$ cat config.mk
export PLATFORM = sky130hd
export DESIGN_NAME = ldst_unit
export DESIGN_NICKNAME = d
export VERILOG_FILES = /design/src/rtl/ldst_pkg.sv /design/src/rtl/ldst_align.sv /design/src/rtl/ldst_unit.sv
export SDC_FILE = /design/constraint.sdc
export NUM_CORES = 1
export LEC_CHECK = 0
export CORE_MARGIN = 2
export CORE_UTILIZATION = 35
export CTS_CLUSTER_DIAMETER = 40
export CTS_CLUSTER_SIZE = 24
export DETAILED_ROUTE_END_ITERATION = 10
export PLACE_DENSITY_LB_ADDON = 0.25
export SYNTH_ARGS = -nofsm -noshare
export SYNTH_HDL_FRONTEND = slang
export SYNTH_SLANG_ARGS = --single-unit
$ cat constraint.sdc
create_clock -name clk -period 1.87 [get_ports clk]
set_input_delay 0.187 -clock clk [delete_from_list [all_inputs] [get_ports clk]]
set_output_delay 0.187 -clock clk [all_outputs]
set_load 0.02 [all_outputs]
$ cat src/rtl/ldst_pkg.sv
// Shared definitions for the memory-stage load/store engine: the LdStCtrl
// encoding produced by decode, the FSM state encoding and byte-enable patterns.
package ldst_pkg;

    // LdStCtrl encoding, identical to the decoder that produces it
    localparam logic [2:0] LDST_LB  = 3'b000;
    localparam logic [2:0] LDST_LH  = 3'b001;
    localparam logic [2:0] LDST_LW  = 3'b010;
    localparam logic [2:0] LDST_LBU = 3'b011;
    localparam logic [2:0] LDST_LHU = 3'b100;
    localparam logic [2:0] LDST_SB  = 3'b101;
    localparam logic [2:0] LDST_SH  = 3'b110;
    localparam logic [2:0] LDST_SW  = 3'b111;

    typedef enum logic [1:0] {
        ST_IDLE  = 2'd0,
        ST_ISSUE = 2'd1,
        ST_WAIT  = 2'd2,
        ST_DONE  = 2'd3
    } ldst_state_e;

    // Byte enables, bit 3 covers bits 31:24 (big-endian byte 0)
    localparam logic [3:0] BE_NONE    = 4'b0000;
    localparam logic [3:0] BE_ALL     = 4'b1111;
    localparam logic [3:0] BE_BYTE0   = 4'b1000;
    localparam logic [3:0] BE_HALF_HI = 4'b1100;
    localparam logic [3:0] BE_HALF_LO = 4'b0011;

    function automatic logic is_store(input logic [2:0] ctrl);
        return (ctrl == LDST_SB) || (ctrl == LDST_SH) || (ctrl == LDST_SW);
    endfunction

endpackage

$ cat src/rtl/ldst_align.sv
// Combinational lane logic: store byte steering, load lane extraction with
// sign/zero extension, and the alignment check for halfword/word accesses.
module ldst_align
    import ldst_pkg::*;
(
    input  logic [2:0]  st_ctrl_i,
    input  logic [1:0]  st_addr_lo_i,
    input  logic [31:0] st_data_i,
    output logic [3:0]  st_we_o,
    output logic [31:0] st_wdata_o,
    output logic        misalign_o,
    input  logic [2:0]  ld_ctrl_i,
    input  logic [1:0]  ld_addr_lo_i,
    input  logic [31:0] ld_rdata_i,
    output logic [31:0] ld_data_o
);

    logic [7:0]  ld_byte;
    logic [15:0] ld_half;

    // Steer store data onto byte lanes; loads carry no write enables
    always_comb begin
        st_we_o    = BE_NONE;
        st_wdata_o = st_data_i;
        case (st_ctrl_i)
            LDST_SB: begin
                st_we_o    = BE_BYTE0 >> st_addr_lo_i;
                st_wdata_o = {4{st_data_i[7:0]}};
            end
            LDST_SH: begin
                st_we_o    = st_addr_lo_i[1] ? BE_HALF_LO : BE_HALF_HI;
                st_wdata_o = {2{st_data_i[15:0]}};
            end
            LDST_SW: st_we_o = BE_ALL;
            default: ;
        endcase
    end

    // Halfwords need an even address, words a multiple of four
    always_comb begin
        misalign_o = 1'b0;
        case (st_ctrl_i)
            LDST_LH, LDST_LHU, LDST_SH: misalign_o = st_addr_lo_i[0];
            LDST_LW, LDST_SW:           misalign_o = |st_addr_lo_i;
            default:                    misalign_o = 1'b0;
        endcase
    end

    // Pick the addressed lane (big-endian) and extend to 32 bits
    always_comb begin
        case (ld_addr_lo_i)
            2'd0:    ld_byte = ld_rdata_i[31:24];
            2'd1:    ld_byte = ld_rdata_i[23:16];
            2'd2:    ld_byte = ld_rdata_i[15:8];
            default: ld_byte = ld_rdata_i[7:0];
        endcase
        ld_half = ld_addr_lo_i[1] ? ld_rdata_i[15:0] : ld_rdata_i[31:16];
        case (ld_ctrl_i)
            LDST_LB:  ld_data_o = {{24{ld_byte[7]}}, ld_byte};
            LDST_LBU: ld_data_o = {24'd0, ld_byte};
            LDST_LH:  ld_data_o = {{16{ld_half[15]}}, ld_half};
            LDST_LHU: ld_data_o = {16'd0, ld_half};
            default:  ld_data_o = ld_rdata_i;
        endcase
    end

endmodule

$ cat src/rtl/ldst_unit.sv
// Memory-stage load/store engine: captures one memory instruction, issues a
// word-aligned valid/ready request, waits for load data under a watchdog and
// holds the pipeline until a one-cycle DONE state reports the outcome.
module ldst_unit
    import ldst_pkg::*;
#(
    parameter int TIMEOUT = 255,
    parameter int CNT_W   = 8
) (
    input  logic        clk,
    input  logic        rst_n,
    input  logic        req_valid,
    input  logic [2:0]  ldst_ctrl,
    input  logic [31:0] addr,
    input  logic [31:0] store_data,
    input  logic [4:0]  rd_in,
    output logic        stall,
    output logic        dmem_req_valid,
    input  logic        dmem_req_ready,
    output logic [31:0] dmem_addr,
    output logic [3:0]  dmem_we,
    output logic [31:0] dmem_wdata,
    input  logic        dmem_resp_valid,
    input  logic [31:0] dmem_rdata,
    output logic        ld_valid,
    output logic [31:0] ld_data,
    output logic [4:0]  ld_rd,
    output logic        misalign_err,
    output logic        bus_err
);

    localparam logic [CNT_W-1:0] TIMEOUT_C = CNT_W'(TIMEOUT);

    ldst_state_e      state_q;
    logic [2:0]       ctrl_q;
    logic [31:0]      addr_q;
    logic [4:0]       rd_q;
    logic             req_valid_q;
    logic [3:0]       we_q;
    logic [31:0]      wdata_q;
    logic             ld_valid_q;
    logic [31:0]      ld_data_q;
    logic [4:0]       ld_rd_q;
    logic             misalign_q;
    logic             bus_err_q;
    logic [CNT_W-1:0] cnt_q;
    logic [CNT_W-1:0] cnt_d;

    logic [3:0]  st_we;
    logic [31:0] st_wdata;
    logic        st_misalign;
    logic [31:0] ld_ext;

    // Store lanes and misalignment come from the incoming instruction;
    // load extraction uses the captured ctrl/address against returned data.
    ldst_align u_align (
        .st_ctrl_i    (ldst_ctrl),
        .st_addr_lo_i (addr[1:0]),
        .st_data_i    (store_data),
        .st_we_o      (st_we),
        .st_wdata_o   (st_wdata),
        .misalign_o   (st_misalign),
        .ld_ctrl_i    (ctrl_q),
        .ld_addr_lo_i (addr_q[1:0]),
        .ld_rdata_i   (dmem_rdata),
        .ld_data_o    (ld_ext)
    );

    assign cnt_d = cnt_q + CNT_W'(1);

    // FSM with registered request and result outputs; result flags pulse in DONE only
    always_ff @(posedge clk or negedge rst_n) begin
        if (!rst_n) begin
            state_q     <= ST_IDLE;
            ctrl_q      <= LDST_LB;
            addr_q      <= '0;
            rd_q        <= '0;
            req_valid_q <= 1'b0;
            we_q        <= BE_NONE;
            wdata_q     <= '0;
            ld_valid_q  <= 1'b0;
            ld_data_q   <= '0;
            ld_rd_q     <= '0;
            misalign_q  <= 1'b0;
            bus_err_q   <= 1'b0;
            cnt_q       <= '0;
        end else begin
            ld_valid_q <= 1'b0;
            misalign_q <= 1'b0;
            bus_err_q  <= 1'b0;
            case (state_q)
                ST_IDLE: begin
                    if (req_valid) begin
                        ctrl_q <= ldst_ctrl;
                        addr_q <= addr;
                        rd_q   <= rd_in;
                        if (st_misalign) begin
                            misalign_q <= 1'b1;
                            state_q    <= ST_DONE;
                        end else begin
                            req_valid_q <= 1'b1;
                            we_q        <= st_we;
                            wdata_q     <= st_wdata;
                            state_q     <= ST_ISSUE;
                        end
                    end
                end
                ST_ISSUE: begin
                    if (dmem_req_ready) begin
                        req_valid_q <= 1'b0;
                        we_q        <= BE_NONE;
                        if (is_store(ctrl_q)) begin
                            state_q <= ST_DONE;
                        end else begin
                            cnt_q   <= '0;
                            state_q <= ST_WAIT;
                        end
                    end
                end
                ST_WAIT: begin
                    if (dmem_resp_valid) begin
                        ld_data_q  <= ld_ext;
                        ld_rd_q    <= rd_q;
                        ld_valid_q <= 1'b1;
                        state_q    <= ST_DONE;
                    end else begin
                        cnt_q <= cnt_d;
                        if ((TIMEOUT != 0) && (cnt_d == TIMEOUT_C)) begin
                            bus_err_q <= 1'b1;
                            state_q   <= ST_DONE;
                        end
                    end
                end
                default: state_q <= ST_IDLE;
            endcase
        end
    end

    assign stall = ((state_q == ST_IDLE) && req_valid) ||
                   (state_q == ST_ISSUE) || (state_q == ST_WAIT);

    assign dmem_req_valid = req_valid_q;
    assign dmem_addr      = {addr_q[31:2], 2'b00};
    assign dmem_we        = we_q;
    assign dmem_wdata     = wdata_q;
    assign ld_valid       = ld_valid_q;
    assign ld_data        = ld_data_q;
    assign ld_rd          = ld_rd_q;
    assign misalign_err   = misalign_q;
    assign bus_err        = bus_err_q;

endmodule

[Word level (Yosys, flattened, before mapping)]
Cells that the tools add are included.
W data, S select, Z words.
Storage, ports and cells
  flip-flop bits (word level): 127
  bits in latches: 0
  RAM bits: 0
  ROM bits: 0
  bits of input ports: 109
  logic and storage cells: 92
  memories: 0
Operators by class
  $add $sub $neg: 1
  multipliers: 0
  div/mod/pow operators: 0
  $lt $le $gt $ge: 0
  equal/unequal tests: 23
  shift-type cells: 1
  mux-type cells: 34
  bitwise operators: 1
  reductions and logical operators: 19
Operators by type and width (count)
  $pmux W32 S4: 1
  $pmux W32 S2: 1
  $eq A3 B3 Y1 const B: 8
  $mux W8: 3
  $pmux W8 S3: 1
  $mux W16: 1
  $mux W4: 4
  $pmux W8 S2: 1
  $mux W1: 12
  $pmux W4 S3: 1
  $mux W2: 5
  $ne A2 B2 Y1 const B: 5
  $add A8 B1 Y8 const B: 1
  $eq A8 B8 Y1 const B: 1
  $pmux W4 S2: 1
  $reduce_and A4 Y1: 2
  $eq A3 B1 Y1 const B: 2
  $eq A3 B2 Y1 const B: 2
  $pmux W2 S3: 1
  $reduce_and A3 Y1: 2
  $eq A2 B1 Y1 const B: 2
  $eq A2 B2 Y1 const B: 2
  $logic_not A2 Y1: 2
  $logic_or A1 B1 Y1: 4
  10 further kinds: 14

[Logic depth before layout (Yosys ltp)]
Gate-level depths: netlist (run 1).
  depth after elaboration: 6
  mapped depth: 8
  mapped depth without buffers: 7

[Hierarchy]
A second synthesis (run 1) with hierarchy kept.
Second synthesis, totals
  cells, all modules: 585
  area, all modules: 7041.8 µm²
By module, submodules not included
  ldst_unit: instances 1, cells an instance 380, area each 5481.5 µm², sequential area each 3178.0 µm²
  ldst_align: instances 1, cells an instance 205, area each 1560.2 µm², sequential area each 0.0 µm²

[Worst setup path after synthesis (run 1)]
No wires, ideal clock.
  path kind: register -> register
  from: register cnt_q[0]
  to: register state_q[0]
  setup time: 0.125 ns
  arrival: 1.759 ns
  slack: -0.013 ns
  cell stages (with the launch flop): 7
  buffers on the path: 0
  period minus slack after synthesis: 1.883 ns
  cell sequence: dfrtp_1 -> ha_1 -> nand2b_1 -> o32ai_1 -> nor4b_1 -> nor3_2 -> mux2_2
Between the ends
  cells in the longest elaborated chain, start to end: 4
RTL lines
  start, declared: line ldst_unit.sv:46  | logic [CNT_W-1:0] cnt_q;
  start signal, assigned: line ldst_unit.sv:127  | cnt_q <= cnt_d;
  $add A8 B1 Y8: line ldst_unit.sv:69  | assign cnt_d = cnt_q + CNT_W'(1);
  $eq A8 B8 Y1: line ldst_unit.sv:128  | if ((TIMEOUT != 0) && (cnt_d == TIMEOUT_C)) begin
  $ne A3 B3 Y1 (no source line)
  $reduce_and A3 Y1 (no source line)
  end signal, assigned: line ldst_unit.sv:74  | state_q <= ST_IDLE;
  end signal, assigned: line ldst_unit.sv:130  | state_q <= ST_DONE;
  end signal, assigned: line ldst_unit.sv:134  | default: state_q <= ST_IDLE;
  end, declared: line ldst_unit.sv:34  | ldst_state_e state_q;
Every way passes these cells.
A chain may end at the register's enable or synchronous reset.

[Worst setup path after layout (run 1)]
Same ends and word-level chain as after synthesis.

==> results of run 1 <==
## flip-flops by register name (all words and copies together) (netlist names)
signal	count
addr_q	32
bus_err	1
cnt_q	8
ctrl_q	3
dmem_req_valid	1
dmem_wdata	32
dmem_we	4
ld_data	32
ld_rd	5
ld_valid	1
misalign_err	1
rd_q	5
state_q	2
## worst max-delay path by stage
stage	start	to	slack [ns]
after floorplan	cnt_q[0]$_DFFE_PN0P_	state_q[0]$_DFFE_PN0P_	0.02
after detailed placement	addr[0]	dmem_wdata[19]$_DFFE_PN0P_	-0.26
after CTS	state_q[0]$_DFFE_PN0P_	cnt_q[7]$_DFFE_PN0P_	0.00002
after global routing	cnt_q[0]$_DFFE_PN0P_	state_q[0]$_DFFE_PN0P_	-0.12
final	cnt_q[0]$_DFFE_PN0P_	state_q[0]$_DFFE_PN0P_	-0.02
after global placement	addr[0]	dmem_wdata[4]$_DFFE_PN0P_	-0.23
## stage by stage
| stage | utilization [%] | total power [mW] |
|---|---|---|
| floorplan | - | 9.74 |
| global route | 53.2 | 17.7 |
| CTS | 52.2 | 16.5 |
| global placement | 49.0 | 13.0 |
| detailed placement | 49.0 | 13.2 |
| finish | 53.2 | 16.6 |
## worst max-delay path: cells and delay by family, from the launching register on
kind / cells / cell delay (ns)
AO/OA/AOI/OAI: 1 / 0.29
adder cells (fa/ha/maj): 1 / 0.22
flip-flops: 1 / 0.42
multiplexers: 1 / 0.36
AND/OR/NAND/NOR: 3 / 0.48
## kinds of logic (layout without fill, tap and decap cells)
| group | Yosys count | after routing |
|---|---|---|
| AO/OA/AOI/OAI | 129 | 129 |
| XOR/XNOR | 3 | 3 |
| other | 1 | 2 |
| AND/OR/NAND/NOR | 177 | 177 |
| adder cells (fa/ha/maj) | 6 | 6 |
| flip-flops | 127 | 127 |
| multiplexers | 105 | 105 |
| buffers and inverters | 78 | 319 |
## where the power goes
group | switching [mW] | total, mW | internal, mW
clock network | 1.41 | 3.18 | 1.77
registers | 0.764 | 4.81 | 4.04
logic | 4.31 | 8.62 | 4.31
## per-layer routing
metal	up-vias	wire length [um]
met3	27	1690
met2	228	9290
met4	0	394
met1	2733	7940
met5	-	0
li1	2649	-
## cell type report
class	count	area (um2)	area share, %
multi-input combinational	422	3090	31.1
clock inverter	15	151	1.53
inverter	12	48.8	0.492
timing repair buffer	275	2740	27.6
sequential	127	3180	32.0
tap	234	293	2.95
clock buffer	17	425	4.29
## synth_stat cells, types with 2 or more instances
cell,instances,area (um2)
o22ai_1,18,113
or2_2,4,25.0
nand2b_1,13,81.3
a21oi_1,34,170
nand2_1,70,263
buf_1,4,15.0
mux2i_1,2,20.0
mux2_4,8,120
xnor2_1,3,26.3
o211ai_1,7,52.6
ha_1,6,75.1
nor2_1,52,195
clkbuf_1,14,52.6
mux2_2,90,1010
and3_1,2,12.5
nor3b_1,4,30.0
o21ai_0,33,165
nor3_1,11,55.1
a21oi_2,2,17.5
buf_2,8,40.0
buf_6,6,67.6
and2_1,3,18.8
mux2_1,4,45.0
nand3_1,4,20.0
buf_4,34,255
o221ai_1,7,61.3
or2_1,2,12.5
a211oi_1,10,75.1
o31ai_1,3,22.5
dfrtp_1,127,3180
inv_1,11,41.3
a22o_1,4,35.0
## what timing repair did
item                                   in CTS  in global routing
hold buffers                                1                  0
pin swaps                                   1                  5
setup endpoints to repair                   2                 65
setup buffers                               0                  6
resized for setup                           4                 30
cloned                                      0                  2
endpoints found under the hold margin      27                  0
==> results.json, run 1 <==
{
  "grt_use_met3_pct": 6.82,
  "yosys_register_bits": 127,
  "fp.coreArea_um2": 18600,
  "layout_min_cycle_time_ns": 1.89,
  "synth_xor_area_share_pct": 0.397,
  "htreeDepth": 4,
  "hold_path_class": "input pin to asynchronous set/reset pin",
  "post_dp_cell_area_um2": 9140,
  "wirelength_mm": 19.3,
  "worst_hold_slack_ns": 0.260,
  "postRouteAntennaNets": 0,
  "async_flop_share_pct": 100,
  "finalMaxSlewViolations": 0,
  "dp.cells": 1061,
  "synth_compound_area_share_pct": 12.5,
  "synth_top_family_by_area": "multiplexers",
  "ys_types": 58,
  "layout-drive-gt1-share_pct": 26.4,
  "worstMarginPinSlew_ns": 0.539,
  "busiest_layer": "met2",
  "ios": 219,
  "finClkSkew_ns": 0.00833,
  "area_delta_synth_final_pct": 49.9,
  "status": "finished, violations left",
  "cpPeakStageDelay_ns": 0.42,
  "dieWidth_um": 142,
  "cts_tree": "built",
  "cts_made_buffers": 17,
  "fin_nets": 970,
  "yosysWarnings": 0,
  "port_buffers": 216,
  "wl_per_cell_um": 17.5,
  "gp_congestion": 0.900,
  "violations": "setup timing",
  "dr.first_iter.drc_count": 256,
  "pre_cts_slack_ns": -0.259,
  "synth_top_flop_cell": "dfrtp_1",
  "p_leak_nw": 4.09,
  "die-area_um2": 20000,
  "cap_violations": 0,
  "grt_pass1_vias": 5775,
  "clkTransAtPathRegs_ns": 0.07,
  "placementRows": 50,
  "via_per_inst": 5.12,
  "worst_slack_ns": -0.0236,
  "cp.arrival_ns": 2.19,
  "num_vias": 5637,
  "cts_buffer_depth": 2,
  "reg2reg_from": "cnt_q[0]$_DFFE_PN0P_",
  "finalInstanceArea_um2": 9920,
  "worstSetupPathType": "flip-flop to flip-flop",
  "num-fill-cells": 1626,
  "antenna_found_initial": 0,
  "final_common_cell": "clkdlybuf4s50_1",
  "timing.final.crit_share_pct": 101,
  "die_h_um": 142,
  "dpl.hpwl_mm": 14.1,
  "hold_violations": 0,
  "max_freq_mhz": 528,
  "avgSynthCellArea_um2": 10.6,
  "ir_drop_mv": 0.780,
  "layout_common_cells": "clkdlybuf4s50_1 (214), dfrtp_1 (125), mux2_2 (90)",
  "yosys-mux-area-fraction_pct": 18.4,
  "synthAdderAreaFrac_pct": 1.13,
  "dr.pass1.iters": 5,
  "grtUsageMet1_pct": 23.2,
  "max-slew-margin-rel_pct": 63.9,
  "cp-start-kind": "flip-flop",
  "ys_seq_area_share_pct": 48.0,
  "ff2ff_setup_slack_ns": -0.02,
  "cts.sinks": 127,
  "setup_viol": 1,
  "grt_pass1_wl_mm": 29.9,
  "fin_cells": 1102,
  "rsz0062_at_grt": "true",
  "use_met2_pct": 31.0,
  "root_buffer": "clkbuf_16",
  "slowest_stage": "dfrtp_1",
  "start_util_pct": 35.5,
  "cp_max_fo": 5,
  "fin_tns_setup_ns": -0.0236,
  "synth_area_um2": 6620,
  "path_cells": "ha_2 > nand2b_4 > o32ai_4 > nor4b_2 > nor3_2 > mux2_2",
  "grt_max_degree": 52,
  "grtUsageTotal_pct": 18.9,
  "synth-simple-area-share_pct": 12.3,
  "cp-end-kind": "flip-flop",
  "diodes": 0,
  "synth_cells": 626,
  "pwr_density_cell_nw_per_um2": 1670,
  "synth_edf_count": 0,
  "reg2reg_depth": 6,
  "grt.overflow.total": 0,
  "rr_endpoint": "state_q[0]$_DFFE_PN0P_",
  "drc_errors": 0,
  "clock_latency_ns": 0.41,
  "crit_required_ns": 2.16
}
(Power assumes the default switching activity.)
==> run 2: changes to the inputs <==
--- a/config.mk
+++ b/config.mk
@@ -5,7 +5,7 @@
 export SDC_FILE = /design/constraint.sdc
 export NUM_CORES = 1
 export LEC_CHECK = 0
-export CORE_MARGIN = 2
+export ABC_AREA = 0
 export CORE_UTILIZATION = 35
 export CTS_CLUSTER_DIAMETER = 40
 export CTS_CLUSTER_SIZE = 24
==> results.json, run 2 (synthesized netlist as in run 1, its figures left out) <==
{
  "critical_path_buf_inv_count": 0,
  "layout_common_cells": "clkdlybuf4s50_1 (214), dfrtp_1 (127), mux2_2 (89)",
  "cts_buffer_depth": 2,
  "finalInstanceArea_um2": 9940,
  "cp-start-kind": "flip-flop",
  "port_buffers": 216,
  "hold_path_class": "input pin to asynchronous set/reset pin",
  "rsz0062_at_grt": "true",
  "grtUsageTotal_pct": 20.4,
  "fp.coreArea_um2": 18300,
  "finalMaxSlewViolations": 0,
  "via_per_inst": 5.12,
  "post_dp_cell_area_um2": 9210,
  "htreeDepth": 4,
  "max_freq_mhz": 550,
  "p_leak_nw": 4.14,
  "dr.first_iter.drc_count": 279,
  "grt.overflow.total": 0,
  "cpPeakStageDelay_ns": 0.42,
  "final_common_cell": "clkdlybuf4s50_1",
  "dr.pass1.iters": 4,
  "gp_congestion": 0.882,
  "p_int_mw": 10.5,
  "area_delta_synth_final_pct": 50.2,
  "antenna_found_initial": 0,
  "clock_latency_ns": 0.42,
  "wl_per_cell_um": 17.5,
  "fin_nets": 977,
  "worst_slack_ns": 0.0509,
  "die_h_um": 140,
  "start_util_pct": 36.2,
  "grt_max_degree": 52,
  "path_cells": "ha_2 > nand2b_4 > nor4_4 > nor4b_2 > nor3_2 > mux2_4",
  "sw_frac_of_total_pct": 37.6,
  "pwr_density_cell_nw_per_um2": 1700,
  "worstSetupPathType": "flip-flop to flip-flop",
  "cts.sinks": 127,
  "cp-end-kind": "flip-flop",
  "postRouteAntennaNets": 0,
  "slowest_stage": "dfrtp_1",
  "pre_cts_slack_ns": -0.229,
  "cpLargestDelayFamily": "simple AND/OR/NAND/NOR gates",
  "hold_violations": 0,
  "cp.arrival_ns": 2.11,
  "grt_pass1_wl_mm": 31.2,
  "crit_required_ns": 2.17,
  "clkTransAtPathRegs_ns": 0.06,
  "placementRows": 49,
  "ir_drop_mv": 0.761,
  "timing.final.crit_share_pct": 97.3,
  "setup_viol": 0,
  "layout-drive-gt1-share_pct": 26.1,
  "power_switching_mw": 6.36,
  "cp_max_fo": 4,
  "combinationalPowerShare_pct": 51.1,
  "cap_violations": 0,
  "root_buffer": "clkbuf_16",
  "ios": 219,
  "seq_power_share_pct": 28.4,
  "diodes": 0,
  "dpl.hpwl_mm": 14.4,
  "num-fill-cells": 1562,
  "cts_tree": "built",
  "layout_min_cycle_time_ns": 1.82,
  "finClkSkew_ns": 0.00824,
  "status": "finished clean",
  "num_vias": 5651,
  "ff2ff_setup_slack_ns": 0.05,
  "die-area_um2": 19500,
  "drc_errors": 0,
  "wirelength_mm": 19.3,
  "dieWidth_um": 140,
  "grt_pass1_vias": 5986,
  "pwr-share-clk_pct": 20.5,
  "cts_made_buffers": 17
}
[run 2: changes by cell type in the layout (fill, tap and decap cells not counted), moves of 2 or more]
cell	before	now
clkbuf_16	19	17
inv_6	1	3
dfrtp_2	2	0
clkinv_4	5	2
dfrtp_1	125	127
bufinv_16	0	3
inv_8	6	1
buf_4	48	57
[run 2: area by class of cell]
cell class | instances | area, um2 | area share, %
multi-input combinational | 422 | 3060 | 30.8
sequential | 127 | 3180 | 32.0
clock inverter | 14 | 180 | 1.81
clock buffer | 18 | 439 | 4.42
inverter | 12 | 45.0 | 0.453
timing repair buffer | 282 | 2760 | 27.7
tap | 229 | 287 | 2.88
[run 2: worst paths after layout]
check,startpoint,end,depth (start not counted)
setup reg to reg,cnt_q[1]$_DFFE_PN0P_,state_q[0]$_DFFE_PN0P_,6
hold reg to reg,rd_q[3]$_DFFE_PN0P_,ld_rd[3]$_DFFE_PN0P_,2
hold / removal,rst_n,ld_rd[1]$_DFFE_PN0P_,2
min in group clk,addr[12],addr_q[12]$_DFFE_PN0P_,2
setup / recovery,cnt_q[1]$_DFFE_PN0P_,state_q[0]$_DFFE_PN0P_,6
max in group asynchronous,rst_n,ld_data[13]$_DFFE_PN0P_,3
[run 2: metrics by stage]
stage                     utilization, %  hold slack [ns]  power [mW]  instances  setup TNS, ns
after global routing                54.4            0.213        17.9       1104        -0.0422
after detailed placement            50.4           0.0930        13.4       1066          -8.01
after global placement              50.4           0.0877        13.2       1066          -6.12
after CTS                           53.9            0.191        16.9       1100              0
after floorplan                        -           -0.109        9.74        627              0
final                               54.4            0.194        16.9       1104              0
[run 2: metal layers]
metal  track usage [%]  routed length, um  up-vias
met5                 0                  0        -
met4              8.39                564        0
met3              5.37               1360       32
met2              34.1               9270      234
met1              25.0               8090     2723
li1                  -                  -     2662
[run 2: power groups by stage]
stage	logic [mW]	registers [mW]	clock network [mW]
3_3_place_gp	8.40	4.76	0
6_report	8.64	4.80	3.46
3_5_place_dp	8.51	4.84	0
5_1_grt	9.27	4.97	3.68
2_1_floorplan	4.11	5.63	0
4_1_cts	8.57	4.81	3.55
[run 2: timing repair]
action / CTS / global route
pin swaps: 1 / 7
hold buffers: 1 / 0
endpoints found under the setup margin: 5 / 23
setup buffers: 1 / 4
resized for setup: 9 / 15
endpoints found under the hold margin: 56 / 0
gates cloned: 0 / 0
